[config.mk]
export PLATFORM = sky130hd
export DESIGN_NAME = error_eval_sequencer
export DESIGN_NICKNAME = d
export VERILOG_FILES = /design/src/rtl/error_eval_pkg.sv /design/src/rtl/abs_sat_acc.sv /design/src/rtl/error_eval_sequencer.sv
export SDC_FILE = /design/constraint.sdc
export NUM_CORES = 1
export LEC_CHECK = 0
export ABC_AREA = 1
export CORE_UTILIZATION = 30
export CTS_BUF_LIST = sky130_fd_sc_hd__clkbuf_2
export DETAILED_ROUTE_END_ITERATION = 10
export HOLD_SLACK_MARGIN = 0.03
export PLACE_DENSITY_LB_ADDON = 0.05
export SLEW_MARGIN = 15
export SYNTH_ARGS = -nofsm -noshare
export SYNTH_HDL_FRONTEND = slang
export SYNTH_SLANG_ARGS = --single-unit
[constraint.sdc]
create_clock -name clk -period 5.4 [get_ports clk]
set_input_delay 1.62 -clock clk [delete_from_list [all_inputs] [get_ports clk]]
set_output_delay 1.62 -clock clk [all_outputs]
set_load 0.05 [all_outputs]
[src/rtl/error_eval_pkg.sv]
// Shared definitions for the error evaluation sequencer.
// Contents: default widths, the sequencer state enum and the all-ones
// pattern used to saturate the error accumulator.
package error_eval_pkg;

  localparam int DEF_DATA_W = 20;
  localparam int DEF_ADDR_W = 8;
  localparam int DEF_ACC_W  = 28;

  // Wide all-ones pattern; users slice it down to their accumulator width.
  localparam logic [63:0] SAT_ONES = {64{1'b1}};

  typedef enum logic [2:0] {
    ST_IDLE  = 3'd0,
    ST_FETCH = 3'd1,
    ST_LATCH = 3'd2,
    ST_KICK  = 3'd3,
    ST_WAIT  = 3'd4,
    ST_ACC   = 3'd5,
    ST_DONE  = 3'd6
  } state_e;

endpackage

[src/rtl/abs_sat_acc.sv]
// Absolute-value saturating accumulator.
// Converts a signed error word to its unsigned magnitude and adds it into a
// sum that sticks at all-ones once it overflows.
// Ports:
//   clk, rst  - clock, asynchronous active-low reset
//   clr       - synchronous clear of the sum (has priority over en)
//   en        - add |err| into the sum this cycle
//   err       - signed error word (two's complement)
//   mag       - combinational |err|, DATA_W-bit unsigned
//   sum       - registered saturating sum
module abs_sat_acc
  import error_eval_pkg::*;
#(
  parameter int DATA_W = DEF_DATA_W,
  parameter int ACC_W  = DEF_ACC_W
) (
  input  logic              clk,
  input  logic              rst,
  input  logic              clr,
  input  logic              en,
  input  logic [DATA_W-1:0] err,
  output logic [DATA_W-1:0] mag,
  output logic [ACC_W-1:0]  sum
);

  localparam logic [ACC_W-1:0] SAT_VAL = SAT_ONES[ACC_W-1:0];

  // Unsigned magnitude; the most negative input maps to 2^(DATA_W-1),
  // which is still representable as an unsigned DATA_W value.
  function automatic logic [DATA_W-1:0] abs_mag(input logic [DATA_W-1:0] v);
    if (v[DATA_W-1]) begin
      abs_mag = ~v + {{(DATA_W-1){1'b0}}, 1'b1};
    end else begin
      abs_mag = v;
    end
  endfunction

  logic [ACC_W-1:0] sum_r;
  logic [ACC_W:0]   sum_ext_s;
  logic [ACC_W-1:0] sum_nxt_s;

  assign mag = abs_mag(err);

  // One-bit-wider add exposes the carry used to detect overflow.
  always_comb begin
    sum_ext_s = {1'b0, sum_r} + {{(ACC_W + 1 - DATA_W){1'b0}}, mag};
    if (sum_ext_s[ACC_W]) begin
      sum_nxt_s = SAT_VAL;
    end else begin
      sum_nxt_s = sum_ext_s[ACC_W-1:0];
    end
  end

  // Sum register: clear on a new sweep, accumulate when enabled.
  always_ff @(posedge clk or negedge rst) begin
    if (!rst) begin
      sum_r <= {ACC_W{1'b0}};
    end else if (clr) begin
      sum_r <= {ACC_W{1'b0}};
    end else if (en) begin
      sum_r <= sum_nxt_s;
    end
  end

  assign sum = sum_r;

endmodule

[src/rtl/error_eval_sequencer.sv]
// Error evaluation sequencer.
// Walks sample memory 0..n_points-1, hands each (X, Y) pair to the error
// checker through its start/ready handshake and accumulates |error| into a
// saturating sum.
// Optional feature macro: ERR_MAX_TRACK_EN builds the largest-|error|
// tracker (max_err/max_idx); otherwise those outputs are tied to zero.
// Ports:
//   clk, rst           - clock, asynchronous active-low reset
//   go, n_points       - sweep request and point count (captured on accept)
//   mem_rd, mem_addr   - sample memory read; mem_x/mem_y valid next cycle
//   ec_x, ec_y         - registered operands to the error checker
//   ec_start           - one-cycle start pulse to the checker
//   ec_ready, ec_err   - checker result handshake and signed error
//   busy, done         - sweep in progress / one-cycle completion pulse
//   sum_err            - saturating sum of |error|
//   max_err, max_idx   - largest |error| and its index
module error_eval_sequencer
  import error_eval_pkg::*;
#(
  parameter int DATA_W = DEF_DATA_W,
  parameter int ADDR_W = DEF_ADDR_W,
  parameter int ACC_W  = DEF_ACC_W
) (
  input  logic              clk,
  input  logic              rst,
  input  logic              go,
  input  logic [ADDR_W:0]   n_points,
  output logic              mem_rd,
  output logic [ADDR_W-1:0] mem_addr,
  input  logic [DATA_W-1:0] mem_x,
  input  logic [DATA_W-1:0] mem_y,
  output logic [DATA_W-1:0] ec_x,
  output logic [DATA_W-1:0] ec_y,
  output logic              ec_start,
  input  logic              ec_ready,
  input  logic [DATA_W-1:0] ec_err,
  output logic              busy,
  output logic              done,
  output logic [ACC_W-1:0]  sum_err,
  output logic [DATA_W-1:0] max_err,
  output logic [ADDR_W-1:0] max_idx
);

  localparam logic [ADDR_W:0] NPTS_ONE = {{ADDR_W{1'b0}}, 1'b1};

  state_e            state_r, state_s;
  logic [ADDR_W-1:0] idx_r, idx_s;
  logic [ADDR_W:0]   n_cap_r;
  logic [DATA_W-1:0] err_r;
  logic [DATA_W-1:0] mag_s;
  logic              go_ok_s, last_s, acc_en_s;
  logic              mem_rd_r, ec_start_r, busy_r, done_r;
  logic [ADDR_W-1:0] mem_addr_r;
  logic [DATA_W-1:0] ec_x_r, ec_y_r;

  assign go_ok_s  = (state_r == ST_IDLE) && go;
  assign acc_en_s = (state_r == ST_ACC);
  // Compare in ADDR_W+1 bits so n_points = 2^ADDR_W ends at idx 2^ADDR_W-1
  // instead of wrapping the address counter.
  assign last_s   = ({1'b0, idx_r} == (n_cap_r - NPTS_ONE));

  // Next-state and next-index logic.
  always_comb begin
    state_s = state_r;
    idx_s   = idx_r;
    case (state_r)
      ST_IDLE: begin
        if (go) begin
          idx_s = {ADDR_W{1'b0}};
          if (n_points == {(ADDR_W + 1){1'b0}}) begin
            state_s = ST_DONE;
          end else begin
            state_s = ST_FETCH;
          end
        end else begin
          state_s = ST_IDLE;
        end
      end
      ST_FETCH: state_s = ST_LATCH;
      ST_LATCH: state_s = ST_KICK;
      ST_KICK:  state_s = ST_WAIT;  // ready seen here is stale and ignored
      ST_WAIT: begin
        if (ec_ready) begin
          state_s = ST_ACC;
        end else begin
          state_s = ST_WAIT;
        end
      end
      ST_ACC: begin
        if (last_s) begin
          state_s = ST_DONE;
        end else begin
          idx_s   = idx_r + {{(ADDR_W-1){1'b0}}, 1'b1};
          state_s = ST_FETCH;
        end
      end
      ST_DONE: state_s = ST_IDLE;
      default: state_s = ST_IDLE;
    endcase
  end

  // State, index and captured point count.
  always_ff @(posedge clk or negedge rst) begin
    if (!rst) begin
      state_r <= ST_IDLE;
      idx_r   <= {ADDR_W{1'b0}};
      n_cap_r <= {(ADDR_W + 1){1'b0}};
    end else begin
      state_r <= state_s;
      idx_r   <= idx_s;
      if (go_ok_s) begin
        n_cap_r <= n_points;
      end
    end
  end

  // Registered outputs decoded from the upcoming state so each strobe is
  // high exactly during the state it belongs to.
  always_ff @(posedge clk or negedge rst) begin
    if (!rst) begin
      mem_rd_r   <= 1'b0;
      mem_addr_r <= {ADDR_W{1'b0}};
      ec_start_r <= 1'b0;
      busy_r     <= 1'b0;
      done_r     <= 1'b0;
    end else begin
      mem_rd_r   <= (state_s == ST_FETCH);
      ec_start_r <= (state_s == ST_KICK);
      busy_r     <= (state_s != ST_IDLE);
      done_r     <= (state_s == ST_DONE);
      if (state_s == ST_FETCH) begin
        mem_addr_r <= idx_s;
      end
    end
  end

  // Operand capture in LATCH and error capture on the WAIT-cycle ready.
  always_ff @(posedge clk or negedge rst) begin
    if (!rst) begin
      ec_x_r <= {DATA_W{1'b0}};
      ec_y_r <= {DATA_W{1'b0}};
      err_r  <= {DATA_W{1'b0}};
    end else begin
      if (state_r == ST_LATCH) begin
        ec_x_r <= mem_x;
        ec_y_r <= mem_y;
      end
      if ((state_r == ST_WAIT) && ec_ready) begin
        err_r <= ec_err;
      end
    end
  end

  abs_sat_acc #(
    .DATA_W (DATA_W),
    .ACC_W  (ACC_W)
  ) u_acc (
    .clk (clk),
    .rst (rst),
    .clr (go_ok_s),
    .en  (acc_en_s),
    .err (err_r),
    .mag (mag_s),
    .sum (sum_err)
  );

`ifdef ERR_MAX_TRACK_EN
  logic [DATA_W-1:0] max_err_r;
  logic [ADDR_W-1:0] max_idx_r;

  // Strict greater-than keeps the lowest index on ties.
  always_ff @(posedge clk or negedge rst) begin
    if (!rst) begin
      max_err_r <= {DATA_W{1'b0}};
      max_idx_r <= {ADDR_W{1'b0}};
    end else if (go_ok_s) begin
      max_err_r <= {DATA_W{1'b0}};
      max_idx_r <= {ADDR_W{1'b0}};
    end else if (acc_en_s && (mag_s > max_err_r)) begin
      max_err_r <= mag_s;
      max_idx_r <= idx_r;
    end
  end

  assign max_err = max_err_r;
  assign max_idx = max_idx_r;
`else
  assign max_err = {DATA_W{1'b0}};
  assign max_idx = {ADDR_W{1'b0}};
`endif

  assign mem_rd   = mem_rd_r;
  assign mem_addr = mem_addr_r;
  assign ec_x     = ec_x_r;
  assign ec_y     = ec_y_r;
  assign ec_start = ec_start_r;
  assign busy     = busy_r;
  assign done     = done_r;

endmodule

==> flow_metrics.tcl, run 1 <==
set metrics [dict create \
    ir_drop_uv 253 \
    synth_area_um2 7290 \
    crit_required_ps 5990 \
    maxSlewViolCount 0 \
    final.min_clock_period_ps 3740 \
    drt_iter0_markers 272 \
    cts.sinks 120 \
    cts-root-buf "clkbuf_2" \
    synth_compound_area_share_pct 6.20 \
    synth.avg_cell_area_um2 7.30 \
    worst_r2r_path_depth 18 \
    yosysSeqAreaShare_pct 41.2 \
    dieHeight_um 158 \
    ios 181 \
    cts_tree "done" \
    synthXorXnorAreaFrac_pct 4.69 \
    synth_top_family_by_area "simple AND/OR/NAND/NOR gates" \
    nets 1246 \
    via_per_inst 4.40 \
    ant_nets 0 \
    p_leak_nw 4.69 \
    antenna_found_initial 1 \
    ys_ff_latch 120 \
    fp.dieW_um 158 \
    cp-start-kind "register" \
    status "finished clean" \
    synth_simple_gate_area_share_pct 33.5 \
    cp_max_fo 26 \
    wl_per_cell_um 13.8 \
    grt-ovfl-total 0 \
    synth_top_area_share_pct 41.2 \
    htreeDepth 4 \
    initial_core_util_pct 30.9 \
    synth.most_common_cell "nand2_1" \
    path_clk_slew_ps 210 \
    globalRouteTotalUtil_pct 17.2 \
    routed_wl_um 20500 \
    rows 56 \
    dp_hpwl_um 15200 \
    drc 0 \
    rsz0062_at_grt "false" \
    drive_above_1_share_pct 6.03 \
    gp_congestion 0.819 \
    synthFlopType "dfrtp_1" \
    slowest_delay_ps 410 \
    grt_pass1_wl_um 33300 \
    die_area_um2 24900 \
    post-route-period-util_pct 69.2 \
    holdWs_ps 507 \
    crit_arrival_ps 4330 \
    worstHoldPathType "register to register" \
    synth_cell_type_count 41 \
    hold_viol 0 \
    cts.repair.resized 0 \
    cap_violations 0 \
    worst_pin_slew_ps 854 \
    synth.area.top_cells "dfrtp_1, nand2_1, nand3_1, inv_1, nor2_1" \
    core_um2 23600 \
    critPathSlowestCell "dfrtp_1" \
    numCtsBuffers 17 \
    numPortBuffers 152 \
    synth_mux_area_share_pct 0.927 \
    synth_top_cells_by_count "nand2_1, dfrtp_1, inv_1" \
    insertion_delay_ps 700 \
    timing.slew.headroom_pct 43.1 \
    whs_path_depth 2 \
    synth_edf_count 0 \
    powerDensity_nw_per_um2 662 \
    grt_pass1_vias 6522 \
    clk_path_buf_depth 2 \
    synthArstFlopShare_pct 100 \
    yosys.area.top_type "dfrtp_1" \
    crit_type "register to register" \
    cts_setup_buffers 0 \
    yosysWarnings 0 \
    synthAdderAreaFrac_pct 4.40 \
    crit_chain "inv_1 > ha_1 > nand3_1 > nor2_1 > nand4_1 > nand3b_1 > nor2_1 > nor2_1 > xor2_1 > ha_1 > nand2_1 > nor4_1 > nand3_1 > nand3_2 > nand2_2 > nand3_1 > nand2_1 > o21ai_0" \
    fin_tns_setup_ps 0 \
    ctsHoldBuffers 0 \
    critical_path.endpoint_type "register" \
    finClkSkew_ps 42.7 \
    via_count 6509 \
    netlist_instances 998 \
    worst_slack_ps 1660 \
    area_growth_pct 27.6 \
    max_freq_mhz 268 \
    preCtsSetupSlack_ps 1500 \
    grt_max_degree 62 \
    dr.pass1.iters 7 \
    setup_viol 0 \
]
flip-flops by register name (all words and copies together) (netlist names), 3 cells and up:
| register | count |
|---|---|
| u_acc.sum | 28 |
| mem_addr | 8 |
| ec_y | 20 |
| err_r | 20 |
| ec_x | 20 |
| state_r | 3 |
| idx_r | 8 |
| n_cap_r | 9 |
cells in the final DEF (no fill, tap or decap), types with 4 or more instances in the layout:
cell type        netlist  routed
nand2_1              383     383
clkdlybuf4s50_1        0     151
dfrtp_1              120     120
inv_1                 86      86
nor2_1                81      80
nand3_1               65      65
a21oi_1               38      38
o21ai_0               30      30
conb_1                 1      28
xor2_1                27      27
ha_1                  24      24
clkbuf_2               0      17
nor3_1                13      12
xnor2_1               12      12
nand4_1               11      11
inv_6                  0       8
mux2_2                 6       6
buf_4                 28       6
nand3_2                5       5
nand3b_1               4       4
inv_2                  4       4
nand2_2                4       4
logic make-up after synthesis:
logic type / Yosys count
AND/OR/NAND/NOR: 579
buffers and inverters: 145
flip-flops: 120
AO/OA/AOI/OAI: 83
XOR/XNOR: 39
adder cells (fa/ha/maj): 25
multiplexers: 6
other: 1
critical path, delay by kind of cell (launching register included):
family                   cells  cell delay, ps
AO/OA/AOI/OAI                1             100
XOR/XNOR                     1             170
adder cells (fa/ha/maj)      2             550
buffers and inverters        1             110
flip-flops                   1             410
AND/OR/NAND/NOR             13            2330
per-stage QoR:
stage               util (%)  instance area (µm²)  power, mW  std cells
floorplan                  -                 7390       4.45       1025
global placement        38.3                 9050       5.62       1448
detailed placement      38.3                 9050       5.61       1448
CTS                     39.4                 9290       6.25       1480
global route            39.4                 9300       6.74       1481
finish                  39.4                 9300       6.16       1481
final cells by class:
type,count,area (µm²)
clock inverter,15,155
sequential,120,3000
tap,319,399
antenna,1,2.50
inverter,91,342
timing repair buffer,158,1580
clock buffer,17,85.1
fill,2517,14300
multi-input combinational,760,3730
final timing paths:
check / slack (ps) / start / end
worst min register to register: 510 / mem_addr[6]$_DFFE_PN0N_ / mem_addr[6]$_DFFE_PN0N_
min in group asynchronous: 980 / rst / n_cap_r[8]$_DFFE_PN0P_
max in group asynchronous: 3580 / rst / ec_y[1]$_DFFE_PN0P_
worst min-delay path: 510 / mem_addr[6]$_DFFE_PN0N_ / mem_addr[6]$_DFFE_PN0N_
worst max-delay path: 1660 / err_r[1]$_DFFE_PN0P_ / u_acc.sum[22]$_DFFE_PN0P_
worst max register to register: 1660 / err_r[1]$_DFFE_PN0P_ / u_acc.sum[22]$_DFFE_PN0P_
where the power goes:
part	internal, mW	switching, mW
Clock	0.184	0.421
Sequential	1.27	0.314
Combinational	1.32	2.64
layer usage:
layer / up-vias / track usage [%] / part of all wire, %
met4: 0 / 3.93 / 1.2
met2: 136 / 28.6 / 47
met3: 14 / 6.46 / 7.4
met1: 2961 / 20.9 / 44
met5: - / 0 / 0
li1: 3398 / - / -
Power figures use the tool's default switching activity.
==> run 2: changes to the inputs <==
==> constraint.sdc (replaced) <==
create_clock -name clk -period 3.7 [get_ports clk]
set_input_delay 1.11 -clock clk [delete_from_list [all_inputs] [get_ports clk]]
set_output_delay 1.11 -clock clk [all_outputs]
set_load 0.05 [all_outputs]
==> flow_metrics.tcl, run 2 (synthesis gave the netlist of run 1 again) <==
set metrics [dict create \
    status "finished clean" \
    post-route-period-util_pct 90.4 \
    crit_required_ps 4300 \
    stdcell_area_um2 9440 \
    rrSetupSlack_ps 350 \
    antenna_found_initial 1 \
    dp_hpwl_um 15500 \
    p_total_mw 9.19 \
    grt_max_degree 58 \
    ir_drop_uv 485 \
    via_count 6591 \
    slowest_delay_ps 430 \
    worst_pin_slew_ps 986 \
    drc 0 \
    cp_max_fo 9 \
    max_freq_mhz 299 \
    crit_top_cell "nand3_1" \
    core_um2 23600 \
    crit_type "register to register" \
    routed_wl_um 20600 \
    dr.pass1.iters 4 \
    hold_viol 0 \
    holdWs_ps 396 \
    final.min_clock_period_ps 3350 \
    cp_top_family "simple AND/OR/NAND/NOR gates" \
    critical_path.endpoint_type "register" \
    wl_per_cell_um 13.8 \
    path_clk_slew_ps 240 \
    numCtsBuffers 17 \
    grt_pass1_vias 6480 \
    gp_congestion 0.821 \
    p_leak_nw 4.77 \
    critPathSlowestCell "dfrtp_1" \
    clk_path_buf_depth 2 \
    cts_setup_buffers 0 \
    cap_violations 0 \
    fp.dieW_um 158 \
    powerDensity_nw_per_um2 973 \
    finClkSkew_ps 53.0 \
    ctsHoldBuffers 0 \
    drt_iter0_markers 239 \
    worst_r2r_path_depth 19 \
    initial_core_util_pct 30.9 \
    die_area_um2 24900 \
    drive_above_1_share_pct 7.43 \
    maxSlewViolCount 0 \
    critPathBufInv 2 \
    setup_viol 0 \
    largest_reg_flops 28 \
    filler_cell_count 2524 \
    crit_arrival_ps 3950 \
    cts.repair.resized 0 \
    fin_tns_setup_ps 0 \
    reg2reg_from "err_r[0]$_DFFE_PN0P_" \
    worstHoldPathType "input port to async pin" \
    rsz0062_at_grt "true" \
    rows 56 \
    cts.sinks 120 \
    nets 1256 \
    numPortBuffers 152 \
    cts_tree "done" \
    globalRouteTotalUtil_pct 17.4 \
    timing.rr.end "u_acc.sum[21]$_DFFE_PN0P_" \
    dpl_cell_area_um2 9140 \
    ant_nets 0 \
    grt-ovfl-total 0 \
    cp-start-kind "register" \
    most-common-layout-cells "nand2_1, clkdlybuf4s50_1, dfrtp_1" \
    insertion_delay_ps 700 \
    grt_pass1_wl_um 33500 \
    ios 181 \
    via_per_inst 4.42 \
    timing.slew.headroom_pct 33.9 \
    htreeDepth 4 \
    final_util_pct 40.0 \
    layout_commonest_cell "nand2_1" \
    crit_chain "inv_1 > ha_1 > nand3_1 > nor2_2 > nand4_1 > nand3b_1 > nor2_2 > nor2_1 > xor2_1 > ha_1 > nand2_1 > nor4_1 > nand3_1 > nand3_2 > nand2_2 > buf_4 > nand3_1 > nand2_1 > o21ai_0" \
    cts-root-buf "clkbuf_2" \
    area_growth_pct 29.6 \
    dieHeight_um 158 \
]
-- run 2: cell count changes in the layout (fill, tap and decap cells not counted), sizes merged --
cell      delta
inv          -3
bufinv       +2
clkbuf       +1
clkinvlp     -2
clkinv       +2
buf         +10
-- run 2: where the power goes --
part	leakage (nW)	switching [mW]	internal, mW	total [mW]
combinational	3.10	3.91	1.98	5.88
sequential	1.50	0.453	1.85	2.31
clock	0.165	0.601	0.400	1.00
total	4.77	4.96	4.23	9.19
-- run 2: worst max-delay path by stage --
stage                         startpoint                   endpoint  slack, ps  cells after the start
CTS                 err_r[0]$_DFFE_PN0P_  u_acc.sum[25]$_DFFE_PN0P_        250                     21
global route        err_r[0]$_DFFE_PN0P_  u_acc.sum[21]$_DFFE_PN0P_         -9                     19
global placement    err_r[0]$_DFFE_PN0P_  u_acc.sum[25]$_DFFE_PN0P_        350                     21
floorplan           err_r[0]$_DFFE_PN0P_   u_acc.sum[6]$_DFFE_PN0P_        670                     21
detailed placement  err_r[0]$_DFFE_PN0P_  u_acc.sum[25]$_DFFE_PN0P_        280                     21
finish              err_r[0]$_DFFE_PN0P_  u_acc.sum[21]$_DFFE_PN0P_        350                     19
-- run 2: final cells by class --
cell class                 instances  area, µm²  share of cell area (%)
multi-input combinational        760       3760                    39.8
tap                              319        399                    4.23
clock inverter                    14        186                    1.97
sequential                       120       3000                    31.8
clock buffer                      18       90.1                   0.954
antenna                            1       2.50                  0.0265
inverter                          91        342                    3.62
timing repair buffer             168       1660                    17.6
-- run 2: metrics by stage --
| stage | worst slack, ps | cells |
|---|---|---|
| floorplan | 673 | 1025 |
| global placement | 353 | 1458 |
| detailed placement | 279 | 1458 |
| CTS | 254 | 1490 |
| global route | -8.56 | 1491 |
| finish | 355 | 1491 |
-- run 2: layer usage --
| layer | wire length [µm] | part of all wire, % | GRT usage (%) |
|---|---|---|---|
| met5 | 0 | 0 | 0 |
| met4 | 319 | 1.5 | 4.44 |
| met3 | 1370 | 6.7 | 6.00 |
| met2 | 9730 | 47 | 28.5 |
| met1 | 9160 | 44 | 21.6 |
==> run 3: changes to the inputs <==
--- a/config.mk
+++ b/config.mk
@@ -14,4 +14,5 @@
 export SLEW_MARGIN = 15
 export SYNTH_ARGS = -nofsm -noshare
 export SYNTH_HDL_FRONTEND = slang
+export SYNTH_HIERARCHICAL = 1
 export SYNTH_SLANG_ARGS = --single-unit
==> flow_metrics.tcl, run 3 <==
set metrics [dict create \
    met2_usage_pct 29.1 \
    rsz0062_at_grt "false" \
    nets 1338 \
    area_growth_pct 27.0 \
    netlist_instances 1078 \
    filler_cell_count 2712 \
    cp-start-kind "register" \
    status "finished clean" \
    p_leak_nw 5.14 \
    clk_path_buf_depth 2 \
    grt_pass1_wl_um 35600 \
    cts_tree "done" \
    crit_type "register to register" \
    register_area_um2 3000 \
    dr.pass1.iters 4 \
    globalRouteTotalUtil_pct 17.3 \
    grt_pass1_vias 6732 \
    core_um2 25200 \
    cp_max_fo 13 \
    rrSetupSlack_ps 400 \
    stdcell_area_um2 9810 \
    path_clk_slew_ps 280 \
    htreeDepth 4 \
    drc 0 \
    maxSlewViolCount 0 \
    dieHeight_um 162 \
    numCtsBuffers 17 \
    die_area_um2 26400 \
    powerDensity_nw_per_um2 1020 \
    max_freq_mhz 303 \
    via_per_inst 4.36 \
    gp_congestion 0.852 \
    post-route-period-util_pct 89.1 \
    ant_nets 0 \
    timing.slew.headroom_pct 59.6 \
    cts.sinks 120 \
    ir_drop_uv 456 \
    insertion_delay_ps 700 \
    grt-ovfl-total 0 \
    largest_reg_flops 28 \
    grt_max_degree 66 \
    ios 181 \
    routed_wl_um 22000 \
    drive_above_1_share_pct 9.42 \
    synth_area_um2 7720 \
    crit_required_ps 4320 \
    crit_arrival_ps 3910 \
    via_count 6910 \
    worst_pin_slew_ps 604 \
    layout_commonest_cell "nand2_1" \
    rows 58 \
    antenna_found_initial 5 \
    initial_core_util_pct 30.7 \
    final.min_clock_period_ps 3300 \
    timing.rr.end "u_acc/sum[21]$_DFFE_PN0P_" \
    crit_chain "inv_1 > ha_1 > inv_1 > nor3_2 > nand3_1 > nor3_4 > nand2_1 > nand2_1 > o21ai_0 > xor2_1 > ha_1 > nand2_1 > nor2_1 > nand2_1 > a21oi_2 > a21oi_4 > buf_4 > nand3_1 > nand2_1 > nand2_1" \
    hold_viol 0 \
    top_usage_layer "met2" \
    critical_path.endpoint_type "register" \
    dpl_cell_area_um2 9530 \
    use_met3_pct 6.21 \
    grt_use_met1_pct 21.3 \
    worst_r2r_path_depth 20 \
    yosysWarnings 6 \
    fin_tns_setup_ps 0 \
    crit_top_cell "nand2_1" \
    cap_violations 0 \
    ctsHoldBuffers 0 \
    wl_per_cell_um 13.9 \
    fp.dieW_um 162 \
    critPathSlowestCell "dfrtp_1" \
    dp_hpwl_um 16800 \
    drt_iter0_markers 329 \
    slowest_delay_ps 430 \
    cts-root-buf "clkbuf_2" \
    numPortBuffers 152 \
    setup_viol 0 \
    finClkSkew_ps 55.7 \
    multi_input_area_um2 4030 \
    reg2reg_from "err_r[1]$_DFFE_PN0P_" \
    worstHoldPathType "input port to async pin" \
    most-common-layout-cells "nand2_1, clkdlybuf4s50_1, inv_1" \
    synth.avg_cell_area_um2 7.16 \
]
-- run 3: cell type report --
class / instances / area share, %
Sequential cell: 120 / 30.6
Tap cell: 330 / 4.21
Multi-Input combinational cell: 807 / 41.1
Antenna cell: 2 / 0.0510
Clock buffer: 17 / 0.867
Inverter: 128 / 4.90
Timing Repair Buffer: 166 / 16.7
Clock inverter: 15 / 1.58
-- run 3: stage by stage --
stage / worst slack (ps) / power [mW] / utilization (%) / hold WS (ps) / cells
floorplan: 845 / 7.25 / - / 479 / 1105
global placement: 296 / 9.18 / 37.8 / 453 / 1548
detailed placement: 176 / 9.15 / 37.8 / 458 / 1548
CTS: 118 / 10.1 / 38.8 / 255 / 1580
global route: 71.2 / 11.0 / 38.9 / 225 / 1584
finish: 405 / 9.99 / 39.0 / 339 / 1585
-- run 3: worst max-delay path: cells and delay by family, from the launching register on --
family / cells / cell delay [ps]
fa+ha+maj: 2 / 510
xor+xnor: 1 / 160
compound gates: 3 / 370
buf+inv: 3 / 360
flops: 1 / 430
simple gates: 11 / 1420
-- run 3: report_power, final --
part,total (mW),internal [mW],switching [mW]
clock,0.916,0.275,0.641
combinational,6.77,2.32,4.45
sequential,2.30,1.83,0.466
-- run 3: metal layers --
metal	vias up	part of all wire (%)
li1	3622	-
met1	3129	45
met2	137	47
met3	16	6.8
met4	6	0.87
met5	-	0.20
-- run 3: what timing repair did --
action	in CTS	in global routing
setup endpoints to repair	0	19
buffers inserted	0	3
endpoints found under the hold margin	0	0
resized for setup	0	2
-- run 3: worst max-delay path by stage --
stage	from	endpoint	slack (ps)	cells after the start
final	err_r[1]$_DFFE_PN0P_	u_acc/sum[21]$_DFFE_PN0P_	400	20
after global routing	err_r[1]$_DFFE_PN0P_	u_acc/sum[21]$_DFFE_PN0P_	70	20
after CTS	err_r[1]$_DFFE_PN0P_	u_acc/sum[21]$_DFFE_PN0P_	120	20
after detailed placement	err_r[0]$_DFFE_PN0P_	u_acc/sum[21]$_DFFE_PN0P_	180	20
after global placement	err_r[0]$_DFFE_PN0P_	u_acc/sum[25]$_DFFE_PN0P_	300	20
after floorplan	err_r[0]$_DFFE_PN0P_	u_acc/sum[13]$_DFFE_PN0P_	840	20
